**config.mk**
```make
export PLATFORM = sky130hd
export DESIGN_NAME = fetch_unit_flat
export DESIGN_NICKNAME = d
export VERILOG_FILES = /design/src/rtl/fetch_unit_if.sv /design/src/rtl/fetch_unit.sv /design/src/flat_wrapper.sv
export SDC_FILE = /design/constraint.sdc
export NUM_CORES = 1
export LEC_CHECK = 0
export ABC_AREA = 1
export BUFFER_PORTS_ARGS = -buffer_cell sky130_fd_sc_hd__buf_2
export CAP_MARGIN = 20
export CORE_ASPECT_RATIO = 1.25
export CORE_UTILIZATION = 45
export CTS_CLUSTER_DIAMETER = 80
export DETAILED_ROUTE_END_ITERATION = 16
export GPL_TIMING_DRIVEN = 0
export PLACE_DENSITY = 0.69
export REMOVE_ABC_BUFFERS = 1
export SLEW_MARGIN = 20
export SYNTH_ARGS = -nofsm -noshare
export SYNTH_HDL_FRONTEND = slang
export SYNTH_SLANG_ARGS = --single-unit
export TNS_END_PERCENT = 10
```
**constraint.sdc**
```tcl
create_clock -name Clk -period 4.7 [get_ports Clk]
set_input_delay 0.94 -clock Clk [delete_from_list [all_inputs] [get_ports Clk]]
set_output_delay 0.94 -clock Clk [all_outputs]
set_load 0.01 [all_outputs]
```
**src/rtl/fetch_unit_if.sv**
```systemverilog
// Fetch-stage bundle: bench/decoder controls in, ROM address and run status out.
// With FETCH_CYCLE_COUNT_EN defined the bundle also carries the 16-bit CycleCt counter.
interface fetch_unit_if #(
    parameter int PC_W = 10
);
    logic            Start;
    logic            Branch;
    logic            Zero;
    logic [7:0]      Offset;
    logic            Done;
    logic [PC_W-1:0] ProgCtr;
    logic            Running;
    logic            Halted;
`ifdef FETCH_CYCLE_COUNT_EN
    logic [15:0]     CycleCt;
`endif

    modport master (
        output Start, Branch, Zero, Offset, Done,
`ifdef FETCH_CYCLE_COUNT_EN
        input  CycleCt,
`endif
        input  ProgCtr, Running, Halted
    );

    modport slave (
        input  Start, Branch, Zero, Offset, Done,
`ifdef FETCH_CYCLE_COUNT_EN
        output CycleCt,
`endif
        output ProgCtr, Running, Halted
    );
endinterface

```
**src/rtl/fetch_unit.sv**
```systemverilog
// Program counter / sequencer with an IDLE-RUN-HALT start handshake and zero-conditioned relative branches.
// Optional FETCH_CYCLE_COUNT_EN adds a saturating count of the edges spent in RUN.
module fetch_unit #(
    parameter int              PC_W       = 10,
    parameter logic [PC_W-1:0] START_ADDR = {PC_W{1'b0}}
) (
    input  logic         Clk,
    input  logic         Reset,
    fetch_unit_if.slave  bus
);
    typedef enum logic [1:0] {
        ST_IDLE = 2'd0,
        ST_RUN  = 2'd1,
        ST_HALT = 2'd2
    } state_t;

    localparam logic [PC_W-1:0] PC_ONE = {{(PC_W-1){1'b0}}, 1'b1};

    state_t          state_r;
    state_t          state_next_s;
    logic [PC_W-1:0] pc_r;
    logic [PC_W-1:0] pc_next_s;
    logic [PC_W-1:0] offset_ext_s;
    logic            running_r;
    logic            halted_r;

    // Sign-extend the 8-bit displacement; the add then wraps modulo 2^PC_W (PC_W must exceed 8).
    assign offset_ext_s = {{(PC_W-8){bus.Offset[7]}}, bus.Offset};

    // Next-state and next-PC selection; Start overrides every state.
    always_comb begin
        state_next_s = state_r;
        pc_next_s    = pc_r;
        if (bus.Start) begin
            state_next_s = ST_IDLE;
            pc_next_s    = START_ADDR;
        end else begin
            case (state_r)
                ST_IDLE: begin
                    state_next_s = ST_RUN;
                    pc_next_s    = START_ADDR;
                end
                ST_RUN: begin
                    if (bus.Done) begin
                        state_next_s = ST_HALT;
                        pc_next_s    = pc_r;
                    end else if (bus.Branch && bus.Zero) begin
                        state_next_s = ST_RUN;
                        pc_next_s    = pc_r + offset_ext_s;
                    end else begin
                        state_next_s = ST_RUN;
                        pc_next_s    = pc_r + PC_ONE;
                    end
                end
                ST_HALT: begin
                    state_next_s = ST_HALT;
                    pc_next_s    = pc_r;
                end
                default: begin
                    state_next_s = ST_IDLE;
                    pc_next_s    = START_ADDR;
                end
            endcase
        end
    end

    // State, PC and registered state decodes.
    always_ff @(posedge Clk or posedge Reset) begin
        if (Reset) begin
            state_r   <= ST_IDLE;
            pc_r      <= START_ADDR;
            running_r <= 1'b0;
            halted_r  <= 1'b0;
        end else begin
            state_r   <= state_next_s;
            pc_r      <= pc_next_s;
            running_r <= (state_next_s == ST_RUN);
            halted_r  <= (state_next_s == ST_HALT);
        end
    end

    assign bus.ProgCtr = pc_r;
    assign bus.Running = running_r;
    assign bus.Halted  = halted_r;

`ifdef FETCH_CYCLE_COUNT_EN
    logic [15:0] cycle_ct_r;

    // Saturating count of edges taken while in RUN, including the edge into HALT.
    always_ff @(posedge Clk or posedge Reset) begin
        if (Reset) begin
            cycle_ct_r <= 16'h0000;
        end else if (bus.Start) begin
            cycle_ct_r <= 16'h0000;
        end else if ((state_r == ST_RUN) && (cycle_ct_r != 16'hFFFF)) begin
            cycle_ct_r <= cycle_ct_r + 16'h0001;
        end else begin
            cycle_ct_r <= cycle_ct_r;
        end
    end

    assign bus.CycleCt = cycle_ct_r;
`endif
endmodule
```
**src/flat_wrapper.sv**
```systemverilog
// flat-port wrapper written by rule: the top's interface ports become plain ports
module fetch_unit_flat 
#(
    parameter int              PC_W       = 10,
    parameter logic [PC_W-1:0] START_ADDR = {PC_W{1'b0}}
)
  (Clk, Reset, bus_Start, bus_Branch, bus_Zero, bus_Offset, bus_Done, bus_ProgCtr, bus_Running, bus_Halted);
  fetch_unit_if #(.PC_W(PC_W)) bus_i ();
  input  logic Clk;
  input  logic Reset;
  input wire logic [$bits(bus_i.Start)-1:0] bus_Start;
  input wire logic [$bits(bus_i.Branch)-1:0] bus_Branch;
  input wire logic [$bits(bus_i.Zero)-1:0] bus_Zero;
  input wire logic [$bits(bus_i.Offset)-1:0] bus_Offset;
  input wire logic [$bits(bus_i.Done)-1:0] bus_Done;
  output wire logic [$bits(bus_i.ProgCtr)-1:0] bus_ProgCtr;
  output wire logic [$bits(bus_i.Running)-1:0] bus_Running;
  output wire logic [$bits(bus_i.Halted)-1:0] bus_Halted;
  assign bus_i.Start = bus_Start;
  assign bus_i.Branch = bus_Branch;
  assign bus_i.Zero = bus_Zero;
  assign bus_i.Offset = bus_Offset;
  assign bus_i.Done = bus_Done;
  assign bus_ProgCtr = bus_i.ProgCtr;
  assign bus_Running = bus_i.Running;
  assign bus_Halted = bus_i.Halted;
  fetch_unit #(.PC_W(PC_W), .START_ADDR(START_ADDR)) u_core (.Clk(Clk), .Reset(Reset), .bus(bus_i));
endmodule
```
==> impl_results.md, run 1 <==
- Core Area: 2235 um^2
- Kind of end point of the critical path: register
- CTS Buffer Depth: 2
- Slew @ Worst Pin: roughly 0.56 ns
- Area Growth Syn to Fin: 17.54%
- Post-CTS sizing: 0
- Global route hottest layer: met2
- Post-synth top area share: 32.52%
- Max-slew violations: 0
- Critical Path Start Type: input pin
- WS Path Type: in2reg
- CTS tree: done
- Grt total ovfl: 0
- Number of global-route vias before repair: 990
- Clk pwr share: 32.6%
- Postcts setup bufs: 0
- Num CTS Buffers: 3
- Synth area leader: dfrtp_1
- DP HPWL: approximately 1.8 mm
- Ys async rst share: 100.0%
- Peak supply drop: 135.0 uV
- Die width: 45.76 um
- Worst EP required: 4.88 ns
- Arrival @ worst endpoint: 2.60 ns
- DRT Pass-1 Iters: 4
- Drc violations: 0
- Antenna violations before repair: 0
- Setup TNS: 0 ns
- Placed Instances: 209
- Fin cells: ~210
- Worst slew margin: between 60% and 70%
- Sw power: 79.15 uW
- Status: finished clean
- Layout cells sized above 1: 21.43%
- Syn Std Cell Area: about 1100 um^2
- FF-to-FF setup slack: 2.96 ns
- Via/cell ratio: 4.873
- # hold bufs at CTS: 0
- Vias: between 1000 and 1500
- Rows: 19
- RSZ-0062 raised after global routing: false
- Met3 GRT Util: 2.894%
- Max_cap viols: 0
- Top_reg_cell synth: dfrtp_1
- #FFs+latches synth: 14
- Final WL: 2.331 mm
- Mapped Cells: 154
- Largest net degree at the start of global routing: 15
- Die Y: 56.71 um
- Routed len/inst: 10.94 um
- WHS Path Cells: 2
- Synth Area per Inst: 6.995 um^2
- Initial Util: roughly half
- H-Tree Depth: 1
- Crit share post-route: 51.41%
- Number of synthesized flops with an enable pin: 0
- Met2 usage: 35.71%
- Worst r2r path cells: 9
- Dpl ws: 1.986 ns
- P_int: 193.2 uW
- IO Count: 26
- Final ANT Viol Nets: 0
- Final setup fails: 0
- Die ar.: 2595 um^2
- Comb power frac: 19.6%
- Sequential area share after synthesis: 32.52%
- Hold Crit Class: reg2reg
- Register share of total power: 47.8%
- Clock Latency Late Sink: 0.28 ns
- CTS Sinks: 14
- Area taken by flip-flops and latches: between 300 and 400 um^2
- Fmax: 413.9 MHz
- Design Power: around 270 uW
- Met1 Use GR: 25.30%
- Worst Skew: 0.005064 ns
- Ant. Diodes: 0
- IO Port Bufs: 25
- Final WS setup: 2.284 ns
- Synth warnings: 0
- Initial DRC count: 14
- Area of the multi-input gates: 618.1 um^2
- Top post-synthesis cells by area: dfrtp_1, nand2_1, ha_1
- First-pass GRT wire length: 3.981 mm
- Pwr dens: roughly 220 nW/um^2
- Cell variety after synth: 25
- Crit Path Max Fanout: 8
- Fill count: 240
- Final Hold Vio Count: 0
- Clock root cell: clkbuf_4
- Total track usage: 20.42%
- Worst-path clk slew: 0.09 ns
- Fin crit period: 2.416 ns
- Placer Congestion: 0.8174
- Layout Nets: 207
- Sw frac: between 20% and 30%
- Pleak: 0.7699 nW
[metal layers]
metal  vias up  wire length, um
li1        536                -
met1       479             1047
met2        19             1190
met3         4               68
met4         0               25
met5         -                0
[synthesized netlist by cell type (all sizes together) (2+ instances only)]
library cell  count
ha                9
dfrtp            14
nor2             17
nand2            50
o21ai             6
nand3            14
inv              26
or2               2
nor3              2
a21oi             7
[stage by stage]
stage | hold slack (ns) | util (%) | cell area (um^2)
final | 0.5183 | 56.66 | 1266
after global routing | 0.5548 | 56.66 | 1266
after CTS | 0.5239 | 56.66 | 1266
after detailed placement | 0.5003 | 55.04 | 1230
after global placement | 0.4896 | 55.04 | 1230
after floorplan | 0.5392 | - | 1066
[power by group through the flow]
stage                     Clock [mW]  Sequential [mW]  Combinational [mW]
final                         0.0887            0.130              0.0534
after detailed placement           0            0.133              0.0540
after global routing          0.0982            0.131              0.0609
after global placement             0            0.132              0.0521
after CTS                     0.0904            0.130              0.0543
after floorplan                    0            0.134              0.0328
[cell type report]
| class | count | area share (%) |
|---|---|---|
| Multi-Input combinational cell | 113 | 48.81 |
| Inverter | 26 | 7.708 |
| Clock buffer | 4 | 2.866 |
| Tap cell | 31 | 3.063 |
| Timing Repair Buffer | 25 | 9.881 |
| Sequential cell | 14 | 27.67 |
[kinds of logic after synthesis]
logic type | Yosys count | synth area share [%]
buffers and inverters | 27 | 10.10
flip-flops | 14 | 32.52
AO/OA/AOI/OAI | 15 | 9.291
AND/OR/NAND/NOR | 87 | 34.96
XOR/XNOR | 1 | 0.8132
adder cells (fa/ha/maj) | 10 | 12.31
[worst paths after layout]
path,startpoint,endpoint
setup reg to reg,u_core.bus.ProgCtr[0],u_core.bus.ProgCtr[8]
hold / removal,u_core.bus.ProgCtr[4],u_core.bus.ProgCtr[4]
hold reg to reg,u_core.bus.ProgCtr[4],u_core.bus.ProgCtr[4]
setup / recovery,bus_Branch,u_core.bus.ProgCtr[8]
min in group asynchronous,Reset,u_core.bus.ProgCtr[2]
max in group asynchronous,Reset,u_core.bus.ProgCtr[8]
[cells in the final DEF, fill, tap and decap left out, types with 3 or more instances in the layout]
cell type  Yosys  layout
nand2_1       49      49
inv_1         25      25
buf_2          0      25
nor2_1        17      17
dfrtp_1       14      14
nand3_1       13      13
ha_1           9       9
a21oi_1        6       6
o21ai_2        4       4
clkbuf_4       0       3
[worst max-delay path: stages]
cell	delay, ns
buf_2	0.11
nand2_2	0.17
or2_2	0.14
ha_1	0.18
inv_1	0.07
fa_1	0.42
o21ai_2	0.22
nand2_1	0.10
nand2_1	0.08
nand2_1	0.04
nand3_1	0.06
nand2_1	0.05
[state kept, by name, indices dropped and copies added, names as in the netlist]
signal and flops:
u_core.bus.Halted 1, u_core.bus.Running 1, u_core.bus.ProgCtr 10, u_core.state_r 2
(Power assumes the default switching activity.)
==> inputs of run 2 (changes only) <==
- ABC_AREA: 1 -> 0
- clock period: 4.7 -> 2.5 ns (I/O delays scaled with it)
==> run 2 against run 1 <==
Register-to-register slack worse by 2.4 ns. Cell area is 4.3% lower. Global-route usage is 0.75 points higher. Critical endpoint is now u_core.bus.ProgCtr[9].
==> impl_results.md, run 2 <==
- Number of synthesized flops with an enable pin: 0
- Die Y: 55.52 um
- Core Area: 2187 um^2
- Synth Area per Inst: a little over 9 um^2
- Top-count cell post-synth: dfrtp_1
- Placed Instances: 164
- Clock root cell: clkbuf_4
- Worst EP required: 2.66 ns
- Grt total ovfl: 0
- Synth top cells by count: dfrtp_1, nand2_1, ha_1
- Worst path slowest cell: ha_1
- Rows: 19
- H-Tree Depth: 1
- Fin cells: 168
- Setup TNS: 0 ns
- Critical Path Start Type: input pin
- Number of flip-flops in the largest register: 10
- WP buf/inv: 1
- Crit Path Max Fanout: 8
- Number of global-route vias before repair: 891
- Kind of end point of the critical path: register
- Initial DRC count: 20
- Postcts setup bufs: 0
- Final setup fails: 0
- Die ar.: 2488 um^2
- DP HPWL: 1.715 mm
- Syn Std Cell Area: 1031 um^2
- RSZ-0062 raised after global routing: false
- Worst r2r path cells: 7
- Pwr dens: between 400 and 500 nW/um^2
- CTS Buffer Depth: 2
- CP Cell Sequence: buf_2 -> and3_1 -> ha_1 -> a21o_1 -> a21oi_4 -> o21bai_2 -> a31oi_4 -> mux2i_1 -> o211ai_1
- Slew @ Worst Pin: about 0.54 ns
- Sequential area share after synthesis: 33.98%
- Crit share post-route: between 80% and 90%
- Synth warnings: 0
- Ant. Diodes: 0
- Worst slew margin: around 64%
- Pleak: 0.6496 nW
- CTS Sinks: 14
- Cell variety after synth: 34
- Arrival @ worst endpoint: 2.21 ns
- #FFs+latches synth: 14
- CP Depth: 9
- Area Growth Syn to Fin: 17.48%
- Worst-path clk slew: around 0.090 ns
- Top post-synthesis cells by area: dfrtp_1, ha_1, nand2_1
- Synth area leader: dfrtp_1
- IO Port Bufs: 25
- Final ANT Viol Nets: 0
- Worst Skew: 0.001091 ns
- Vias: 912
- Clock Latency Late Sink: 0.28 ns
- Hold Crit Class: in2async
- Num CTS Buffers: 3
- Area of the multi-input gates: ~630 um^2
- Drc violations: 0
- Post-CTS sizing: 0
- Antenna violations before repair: 0
- Post-synth top area share: 33.98%
- Mapped Cells: 111
- Fin crit period: 2.044 ns
- Initial Util: 47.14%
- Fill count: 229
- Status: finished clean
- Layout cells sized above 1: 27.01%
- Total track usage: 21.17%
- Crit-path leading delay family: compound AO/OA/AOI/OAI gates
- Via/cell ratio: 5.429
- Die width: between 40 and 50 um
- Worst path max stage delay: 0.33 ns
- Most frequent cells in the layout: buf_2, dfrtp_1, nand2_1
- Most common cell after layout, fill and taps aside: buf_2
- Area taken by flip-flops and latches: approximately 350 um^2
- WS Path Type: in2reg
- Max_cap viols: 0
- Peak supply drop: 270.2 uV
- IO Count: 26
- First-pass GRT wire length: 3.870 mm
- Max-slew violations: 0
- CTS tree: done
- Final Hold Vio Count: 0
- Placer Congestion: 0.7740
- Routed len/inst: 13.84 um
- Ys async rst share: 100.0%
- Top_reg_cell synth: dfrtp_1
- Largest net degree at the start of global routing: 15
- Fmax: 489.2 MHz
- # hold bufs at CTS: 0
- DRT Pass-1 Iters: 4
- Final WL: 2.325 mm
- Layout Nets: 162
## run 2: final timing paths
kind	startpoint	to	slack, ns
min in group Clk	bus_Start	u_core.bus.ProgCtr[1]	0.48
max in group asynchronous	Reset	u_core.bus.ProgCtr[6]	1.90
max reg2reg	u_core.bus.ProgCtr[6]	u_core.bus.ProgCtr[9]	0.57
min reg2reg	u_core.bus.ProgCtr[5]	u_core.bus.ProgCtr[5]	0.52
max	bus_Branch	u_core.bus.ProgCtr[9]	0.46
min	Reset	u_core.bus.ProgCtr[7]	0.24
## run 2: routing by layer
layer,part of all wire (%),up-vias,track usage (%)
li1,-,444,-
met2,53,20,37.82
met4,0.99,0,7.792
met1,43,444,25.16
met5,0,-,0
met3,2.9,4,1.961
## run 2: cell families after synthesis
family                     share of synthesized area [%]
buffers and inverters                              4.854
AOI/OAI and AO/OA                                  19.78
xor gates and xnor gates                           5.947
muxes                                              2.913
adders and majority gates                          12.86
and+or+nand+nor                                    19.66
DFF                                                33.98
## run 2: metrics by stage
| step | cell area [um^2] | hold slack (ns) | worst slack (ns) | power [mW] | util (%) |
|---|---|---|---|---|---|
| final | 1211 | 0.2434 | 0.4560 | 0.4904 | 55.38 |
| after global placement | 1175 | 0.4911 | 0.2514 | 0.3265 | 53.72 |
| after CTS | 1211 | 0.2623 | 0.4642 | 0.4959 | 55.38 |
| after detailed placement | 1175 | 0.5005 | 0.1739 | 0.3293 | 53.72 |
| after floorplan | 1011 | 0.3892 | 0.4872 | 0.2954 | - |
| after global routing | 1211 | 0.2961 | 0.4020 | 0.5165 | 55.38 |
## run 2: worst register-to-register path, stage by stage (launching register included)
cell,delay [ns]
dfrtp_1,0.41
ha_1,0.36
a21o_1,0.22
a21oi_4,0.20
o21bai_2,0.10
a31oi_4,0.20
mux2i_1,0.23
o211ai_1,0.11
## run 2: final cells by class
type                            count  area share, %
Inverter                            8          2.479
Tap cell                           31          3.202
Sequential cell                    14          28.93
Multi-Input combinational cell     86          52.07
Timing Repair Buffer               25          10.33
Clock buffer                        4          2.996
## run 2: where the power goes
group,leakage (nW),internal (mW),switching [mW]
Sequential,0.191,0.234,0.00687
Combinational,0.438,0.0340,0.0495
Clock,0.0210,0.0886,0.0773
Total,0.650,0.357,0.134
